===== src/rtl/mod_fetch_ctrl_pkg.sv =====
// fetch_ctrl_pkg -- shared types for the fetch controller.
//   XLEN / PC_RESET_ADDR : overridable macros, defaults below.
//   fsm_e   : controller states.
//   src_e   : redirect sources, encoded in ascending priority so that
//             a plain >= compare gives "may overwrite".
//   redir_t : one redirect {valid, src, target}.
`ifndef XLEN
`define XLEN 32
`endif
`ifndef PC_RESET_ADDR
`define PC_RESET_ADDR 32'h0000_1000
`endif

package fetch_ctrl_pkg;
   localparam int unsigned XLEN = `XLEN;
   localparam logic [XLEN-1:0] PC_RESET = `PC_RESET_ADDR;

   typedef enum logic [1:0] {BOOT, RUN, REDIR, HALT} fsm_e;

   typedef enum logic [1:0] {
      NONE = 2'd0,
      JMP  = 2'd1,
      BR   = 2'd2,
      TRAP = 2'd3
   } src_e;

   typedef struct packed {
      logic            valid;
      src_e            src;
      logic [XLEN-1:0] target;
   } redir_t;
endpackage


===== src/rtl/mod_fetch_ctrl_if.sv =====
// mod_fetch_ctrl_if -- instruction-memory fetch handshake.
//   imem_req_o  : fetch request (controller -> memory)
//   imem_addr_o : fetch address, held stable until granted
//   imem_gnt_i  : grant; a transfer completes when req & gnt
interface mod_fetch_ctrl_if;
   import fetch_ctrl_pkg::*;

   logic            imem_req_o;
   logic [XLEN-1:0] imem_addr_o;
   logic            imem_gnt_i;

   modport master (output imem_req_o, output imem_addr_o, input imem_gnt_i);
   modport slave  (input imem_req_o, input imem_addr_o, output imem_gnt_i);
endinterface


===== src/rtl/mod_fetch_ctrl_redirect_arb.sv =====
// mod_redirect_arb -- combinational fixed-priority pick among the
// same-cycle redirect strobes (trap > br > jmp).
//   *_stb_i / *_pc_i : redirect strobes and targets
//   win_o            : winning redirect, valid=0 when no strobe
module mod_redirect_arb
   import fetch_ctrl_pkg::*;
(
   input  logic            trap_stb_i,
   input  logic [XLEN-1:0] trap_pc_i,
   input  logic            br_stb_i,
   input  logic [XLEN-1:0] br_pc_i,
   input  logic            jmp_stb_i,
   input  logic [XLEN-1:0] jmp_pc_i,
   output redir_t          win_o
);
   always_comb begin
      win_o = '{valid: 1'b0, src: NONE, target: '0};
      if (trap_stb_i)     win_o = '{valid: 1'b1, src: TRAP, target: trap_pc_i};
      else if (br_stb_i)  win_o = '{valid: 1'b1, src: BR,   target: br_pc_i};
      else if (jmp_stb_i) win_o = '{valid: 1'b1, src: JMP,  target: jmp_pc_i};
   end
endmodule


===== src/rtl/mod_fetch_ctrl.sv =====
// mod_fetch_ctrl -- instruction fetch controller (BOOT/RUN/REDIR/HALT).
//   clk_i, rst_ni        : clock, async active-low reset
//   stall_i              : pipeline backpressure
//   trap/br/jmp_stb_i,_pc_i : redirect strobes + targets
//   halt_i               : halt-fetch level
//   pc_cur_i             : current PC from mod_pc
//   pc_o/pc_stb_o/pc_stall_o : load/stall controls to mod_pc
//   imem                 : fetch handshake (master side)
//   flush_o              : kill wrong-path instruction in IF/ID
//   misalign_o           : misaligned-target fault pulse
// Optional feature: define PC_MISALIGN_TRAP_EN to fault on targets with
// bits[1:0] != 0 instead of silently aligning them.
module mod_fetch_ctrl
   import fetch_ctrl_pkg::*;
(
   input  logic            clk_i,
   input  logic            rst_ni,
   input  logic            stall_i,
   input  logic            trap_stb_i,
   input  logic [XLEN-1:0] trap_pc_i,
   input  logic            br_stb_i,
   input  logic [XLEN-1:0] br_pc_i,
   input  logic            jmp_stb_i,
   input  logic [XLEN-1:0] jmp_pc_i,
   input  logic            halt_i,
   input  logic [XLEN-1:0] pc_cur_i,
   output logic [XLEN-1:0] pc_o,
   output logic            pc_stb_o,
   output logic            pc_stall_o,
   mod_fetch_ctrl_if.master imem,
   output logic            flush_o,
   output logic            misalign_o
);
   fsm_e            state_q, state_d;
   redir_t          pend_q, pend_d, pend_clr, win;
   logic            hold_q, hold_d;   // request issued and not yet granted
   logic [XLEN-1:0] addr_q, addr_d;
   logic            req, take, tgt_bad;
   logic [XLEN-1:0] addr, tgt;

   // While halted only a trap may be captured.
   mod_redirect_arb u_arb (
      .trap_stb_i (trap_stb_i),
      .trap_pc_i  (trap_pc_i),
      .br_stb_i   (br_stb_i  & (state_q != HALT)),
      .br_pc_i    (br_pc_i),
      .jmp_stb_i  (jmp_stb_i & (state_q != HALT)),
      .jmp_pc_i   (jmp_pc_i),
      .win_o      (win)
   );

`ifdef PC_MISALIGN_TRAP_EN
   assign tgt     = pend_q.target;
   assign tgt_bad = |pend_q.target[1:0];
`else
   assign tgt     = pend_q.target & ~XLEN'(3);
   assign tgt_bad = 1'b0;
`endif

   // Pending register: REDIR consumes it first, so a strobe arriving in
   // the same cycle lands in an empty slot and triggers another REDIR.
   always_comb begin
      pend_clr = pend_q;
      if (state_q == REDIR) pend_clr.valid = 1'b0;
      take   = win.valid & (~pend_clr.valid | (win.src >= pend_clr.src));
      pend_d = take ? win : pend_clr;
      hold_d = req & ~imem.imem_gnt_i;
      addr_d = addr;
   end

   // Next state and outputs. Leaving RUN waits until no request is left
   // ungranted, so the address hold can never be broken by a redirect.
   always_comb begin
      state_d    = state_q;
      req        = 1'b0;
      addr       = hold_q ? addr_q : pc_cur_i;
      pc_o       = PC_RESET;
      pc_stb_o   = 1'b0;
      flush_o    = 1'b0;
      misalign_o = 1'b0;
      case (state_q)
         BOOT: state_d = RUN;
         RUN: begin
            req = hold_q | ~stall_i;
            if (!(req && !imem.imem_gnt_i)) begin
               if (pend_d.valid) state_d = REDIR;
               else if (halt_i)  state_d = HALT;
            end
         end
         REDIR: begin
            pc_o       = tgt;
            pc_stb_o   = ~tgt_bad;
            flush_o    = 1'b1;
            misalign_o = tgt_bad;
            if (pend_d.valid) state_d = REDIR;
            else if (halt_i)  state_d = HALT;
            else              state_d = RUN;
         end
         HALT: if (pend_d.valid) state_d = REDIR;
         default: state_d = BOOT;
      endcase
   end

   assign imem.imem_req_o  = req;
   assign imem.imem_addr_o = addr;
   assign pc_stall_o = stall_i | (req & ~imem.imem_gnt_i) | (state_q != RUN);

   always_ff @(posedge clk_i or negedge rst_ni) begin
      if (!rst_ni) begin
         state_q <= BOOT;
         pend_q  <= '0;
         hold_q  <= 1'b0;
         addr_q  <= '0;
      end else begin
         state_q <= state_d;
         pend_q  <= pend_d;
         hold_q  <= hold_d;
         addr_q  <= addr_d;
      end
   end
endmodule


===== src/flat_wrapper.sv =====
// flat-port wrapper written by rule: the top's interface ports become plain ports
module mod_fetch_ctrl_flat import fetch_ctrl_pkg::*;
  (clk_i, rst_ni, stall_i, trap_stb_i, trap_pc_i, br_stb_i, br_pc_i, jmp_stb_i, jmp_pc_i, halt_i, pc_cur_i, pc_o, pc_stb_o, pc_stall_o, flush_o, misalign_o, imem_imem_req_o, imem_imem_addr_o, imem_imem_gnt_i);
  mod_fetch_ctrl_if imem_i ();
  input  logic clk_i;
  input  logic rst_ni;
  input  logic stall_i;
  input  logic trap_stb_i;
  input  logic [XLEN-1:0] trap_pc_i;
  input  logic br_stb_i;
  input  logic [XLEN-1:0] br_pc_i;
  input  logic jmp_stb_i;
  input  logic [XLEN-1:0] jmp_pc_i;
  input  logic halt_i;
  input  logic [XLEN-1:0] pc_cur_i;
  output logic [XLEN-1:0] pc_o;
  output logic pc_stb_o;
  output logic pc_stall_o;
  output logic flush_o;
  output logic misalign_o;
  output wire logic [$bits(imem_i.imem_req_o)-1:0] imem_imem_req_o;
  output wire logic [$bits(imem_i.imem_addr_o)-1:0] imem_imem_addr_o;
  input wire logic [$bits(imem_i.imem_gnt_i)-1:0] imem_imem_gnt_i;
  assign imem_imem_req_o = imem_i.imem_req_o;
  assign imem_imem_addr_o = imem_i.imem_addr_o;
  assign imem_i.imem_gnt_i = imem_imem_gnt_i;
  mod_fetch_ctrl u_core (.clk_i(clk_i), .rst_ni(rst_ni), .stall_i(stall_i), .trap_stb_i(trap_stb_i), .trap_pc_i(trap_pc_i), .br_stb_i(br_stb_i), .br_pc_i(br_pc_i), .jmp_stb_i(jmp_stb_i), .jmp_pc_i(jmp_pc_i), .halt_i(halt_i), .pc_cur_i(pc_cur_i), .pc_o(pc_o), .pc_stb_o(pc_stb_o), .pc_stall_o(pc_stall_o), .imem(imem_i), .flush_o(flush_o), .misalign_o(misalign_o));
endmodule

===== config.mk =====
export PLATFORM = sky130hd
export DESIGN_NAME = mod_fetch_ctrl_flat
export DESIGN_NICKNAME = d
export VERILOG_FILES = /design/src/rtl/mod_fetch_ctrl_pkg.sv /design/src/rtl/mod_fetch_ctrl_if.sv /design/src/rtl/mod_fetch_ctrl_redirect_arb.sv /design/src/rtl/mod_fetch_ctrl.sv /design/src/flat_wrapper.sv
export SDC_FILE = /design/constraint.sdc
export NUM_CORES = 1
export LEC_CHECK = 0
export CAP_MARGIN = 20
export CORE_ASPECT_RATIO = 1.1
export CORE_MARGIN = 3
export CORE_UTILIZATION = 42
export CTS_BUF_LIST = sky130_fd_sc_hd__clkbuf_16
export DETAILED_ROUTE_END_ITERATION = 7
export PLACE_DENSITY = 0.9
export SLEW_MARGIN = 15
export SYNTH_ARGS = -nofsm -noshare
export SYNTH_HDL_FRONTEND = slang
export SYNTH_SLANG_ARGS = --single-unit

===== constraint.sdc =====
create_clock -name clk_i -period 7.4 [get_ports clk_i]
set_input_delay 1.11 -clock clk_i [delete_from_list [all_inputs] [get_ports clk_i]]
set_output_delay 1.11 -clock clk_i [all_outputs]
set_load 0.02 [all_outputs]

==> flow_summary.json <==
{
  "grt_pass1_wl_um": 16710,
  "cp_max_fo": 31,
  "num_rows": 34,
  "slowest_stage": "a21bo_2",
  "grt_max_degree": 69,
  "crit_path_end": "u_core.pend_clr[27]",
  "drive_gt1_frac": 0.1954,
  "yosysTopAreaCell": "dfrtp_1",
  "ys_types": 33,
  "clk_pin_slew_worst_paths_ns": 0.06,
  "totalWireLength_um": 10850,
  "clock_path_buffers": 2,
  "reg2reg_slack_ns": 4.39,
  "fin_crit_sh": 0.5292,
  "status": "finished clean",
  "fill_cells": 560,
  "crit_arrival_ns": 4.12,
  "synth.most_common_cell": "dfrtp_1",
  "synth_seq_cells": 68,
  "seqCellArea_um2": 1702,
  "avgSynthCellArea_um2": 12.81,
  "synth_edf_count": 0,
  "portBuffers": 195,
  "detail_route.drc_violations": 0,
  "cts_resized": 0,
  "hold_slack_ns": 0.4979,
  "leakagePower_uw": 0.002490,
  "cap_violations": 0,
  "synth_top_cells_by_area": "dfrtp_1 (47%), mux2_4 (12%), mux2_2 (10%)",
  "die_y_um": 103.6,
  "synth_ff_type": "dfrtp_1",
  "antenna_found_initial": 0,
  "syn_inst": 284,
  "power.internal_uw": 1254,
  "synth_area_um2": 3638,
  "drv_slew": 0,
  "grt_overflow": 0,
  "total_power_uw": 1884,
  "rr_startpoint": "u_core.state_q[1]",
  "fin_worst_skew_ns": 0.01051,
  "crit_chain": "clkdlybuf4s50_1 > a21bo_2 > nor2b_1 > inv_1 > ha_1 > a2111oi_4 > nor2_4 > buf_4 > mux2_4",
  "place_congestion": 0.7556,
  "rsz0062_at_grt": "no",
  "path_delay_family": "compound AO/OA/AOI/OAI gates",
  "worst_pin_slew_ns": 0.8543,
  "initial_utilization": 0.4455,
  "relSlewSlack": 0.4305,
  "grt_pass1_vias": 3222,
  "synth_seq_area_share": 0.4677,
  "slowest_delay_ns": 0.70,
  "synth_top_area_frac": 0.4677,
  "first_pass_iters": 4,
  "hold_viol": 0,
  "viasPerCell": 5.185,
  "power_frac_seq": 0.283,
  "dp_hpwl_um": 7749,
  "layout.nets": 609,
  "fin_tns_setup_ns": 0,
  "critical_path_buf_inv_count": 3,
  "ctsRootBufferMaster": "clkbuf_16",
  "htree_levels": 3,
  "power_density_nw_per_um2": 315.5,
  "dp.cells": 567,
  "pwr-share-clk": 0.246,
  "cts_tree": "built",
  "cts_sinks": 68,
  "vias": 3028,
  "vdd_drop_max_mv": 0.1624,
  "start_kind": "primary input",
  "hold_path_class": "flip-flop to flip-flop",
  "ioPinCount": 205,
  "ant_nets": 0,
  "max_freq_ghz": 0.2554,
  "final_util": 0.7310,
  "grtUsageTotal": 0.2167,
  "async_flop_share": 1.000,
  "cts_buffers": 9,
  "area_growth_syn_to_layout_pct": 64.10,
  "postCtsHoldBufs": 0,
  "setup_viol": 0,
  "cp-startpoint": "br_stb_i",
  "dr.first_iter.drc_count": 92,
  "swShare": 0.3342,
  "die_area_um2": 9817,
  "synth_warnings": 0,
  "synth_commonest_cells": "dfrtp_1 (68), mux2_2 (33), nor3b_1 (31)",
  "r2r_cells": 8,
  "fin_crit_ns": 3.916,
  "n_antenna_cell": 0,
  "final_cells": 584,
  "crit_cells": 9,
  "r2r-end": "u_core.pend_clr[27]",
  "end_kind": "flip-flop",
  "p_sw_uw": 629.7,
  "multi_input_area_um2": 1778,
  "required_ns": 7.60,
  "p_comb_frac": 0.472,
  "cts_setup_buffers": 0,
  "clk_latency_ns": 0.33,
  "drt-wirelength-per-cell_um": 18.57,
  "die_width_um": 94.75,
  "path_class": "primary input to flip-flop",
  "core_area_um2": 8168
}
## power by group through the flow
stage	Combinational, µW	Sequential (µW)	Clock (µW)
after floorplan	562	513	0
after global placement	866	531	0
after detailed placement	891	533	0
after CTS	896	531	468
after global routing	940	544	488
final	888	532	463
## how the worst min path moves through the flow
stage | cells past startpoint | endpoint | startpoint
global route | 1 | u_core.addr_q[11] | u_core.addr_q[11]
floorplan | 1 | u_core.pend_clr[6] | u_core.pend_clr[6]
CTS | 1 | u_core.addr_q[17] | u_core.addr_q[17]
finish | 1 | u_core.addr_q[8] | u_core.addr_q[8]
global placement | 1 | u_core.addr_q[5] | u_core.addr_q[5]
detailed placement | 1 | u_core.pend_clr[19] | u_core.pend_clr[19]
## metrics by stage
stage               setup slack (ns)  area, µm²
floorplan                      4.232       3646
global placement               3.239       5613
detailed placement             3.156       5628
CTS                            3.489       5951
global route                   3.394       5971
finish                         3.484       5971
## routing by layer
layer / wire length [µm] / track usage
met1: 4151 / 0.2451
met2: 5727 / 0.3919
met3: 881 / 0.06744
met4: 85 / 0.04742
met5: 0 / 0
## cell type report
class / count / area share
timing repair buffer: 201 / 0.3361
multi-input combinational: 184 / 0.2978
sequential: 68 / 0.2850
clock buffer: 9 / 0.03772
tap: 108 / 0.02263
clock inverter: 7 / 0.01635
inverter: 7 / 0.004401
## placed cells by master (no fill, tap or decap), types with 2 or more instances in the layout
cell type	count
a221o_1	30
and2_1	30
buf_2	2
buf_4	4
bufinv_16	2
clkbuf_16	9
clkdlybuf4s50_1	193
clkinvlp_4	2
conb_1	3
dfrtp_1	68
ha_1	2
inv_1	7
inv_6	2
mux2_2	33
mux2_4	29
nor2_1	3
nor2b_1	2
nor3b_1	31
o21ai_0	5
## sequential cells by signal, summed over array words and instances (netlist names)
signal,cells
u_core.state_q,2
u_core.pend_q,1
u_core.hold_q,1
u_core.addr_q,32
u_core.pend_clr,32
## kinds of logic (layout without fill, tap and decap cells)
family	count (synthesis)	in the layout	share of synthesized area
other	1	3	0.001031
DFF	68	68	0.4677
and+or+nand+nor	73	73	0.1396
muxes	62	62	0.2218
adders and majority gates	2	2	0.006876
AOI/OAI and AO/OA	44	44	0.1149
buffers and inverters	34	224	0.04814
No activity file was read; power rests on OpenSTA's default activity.
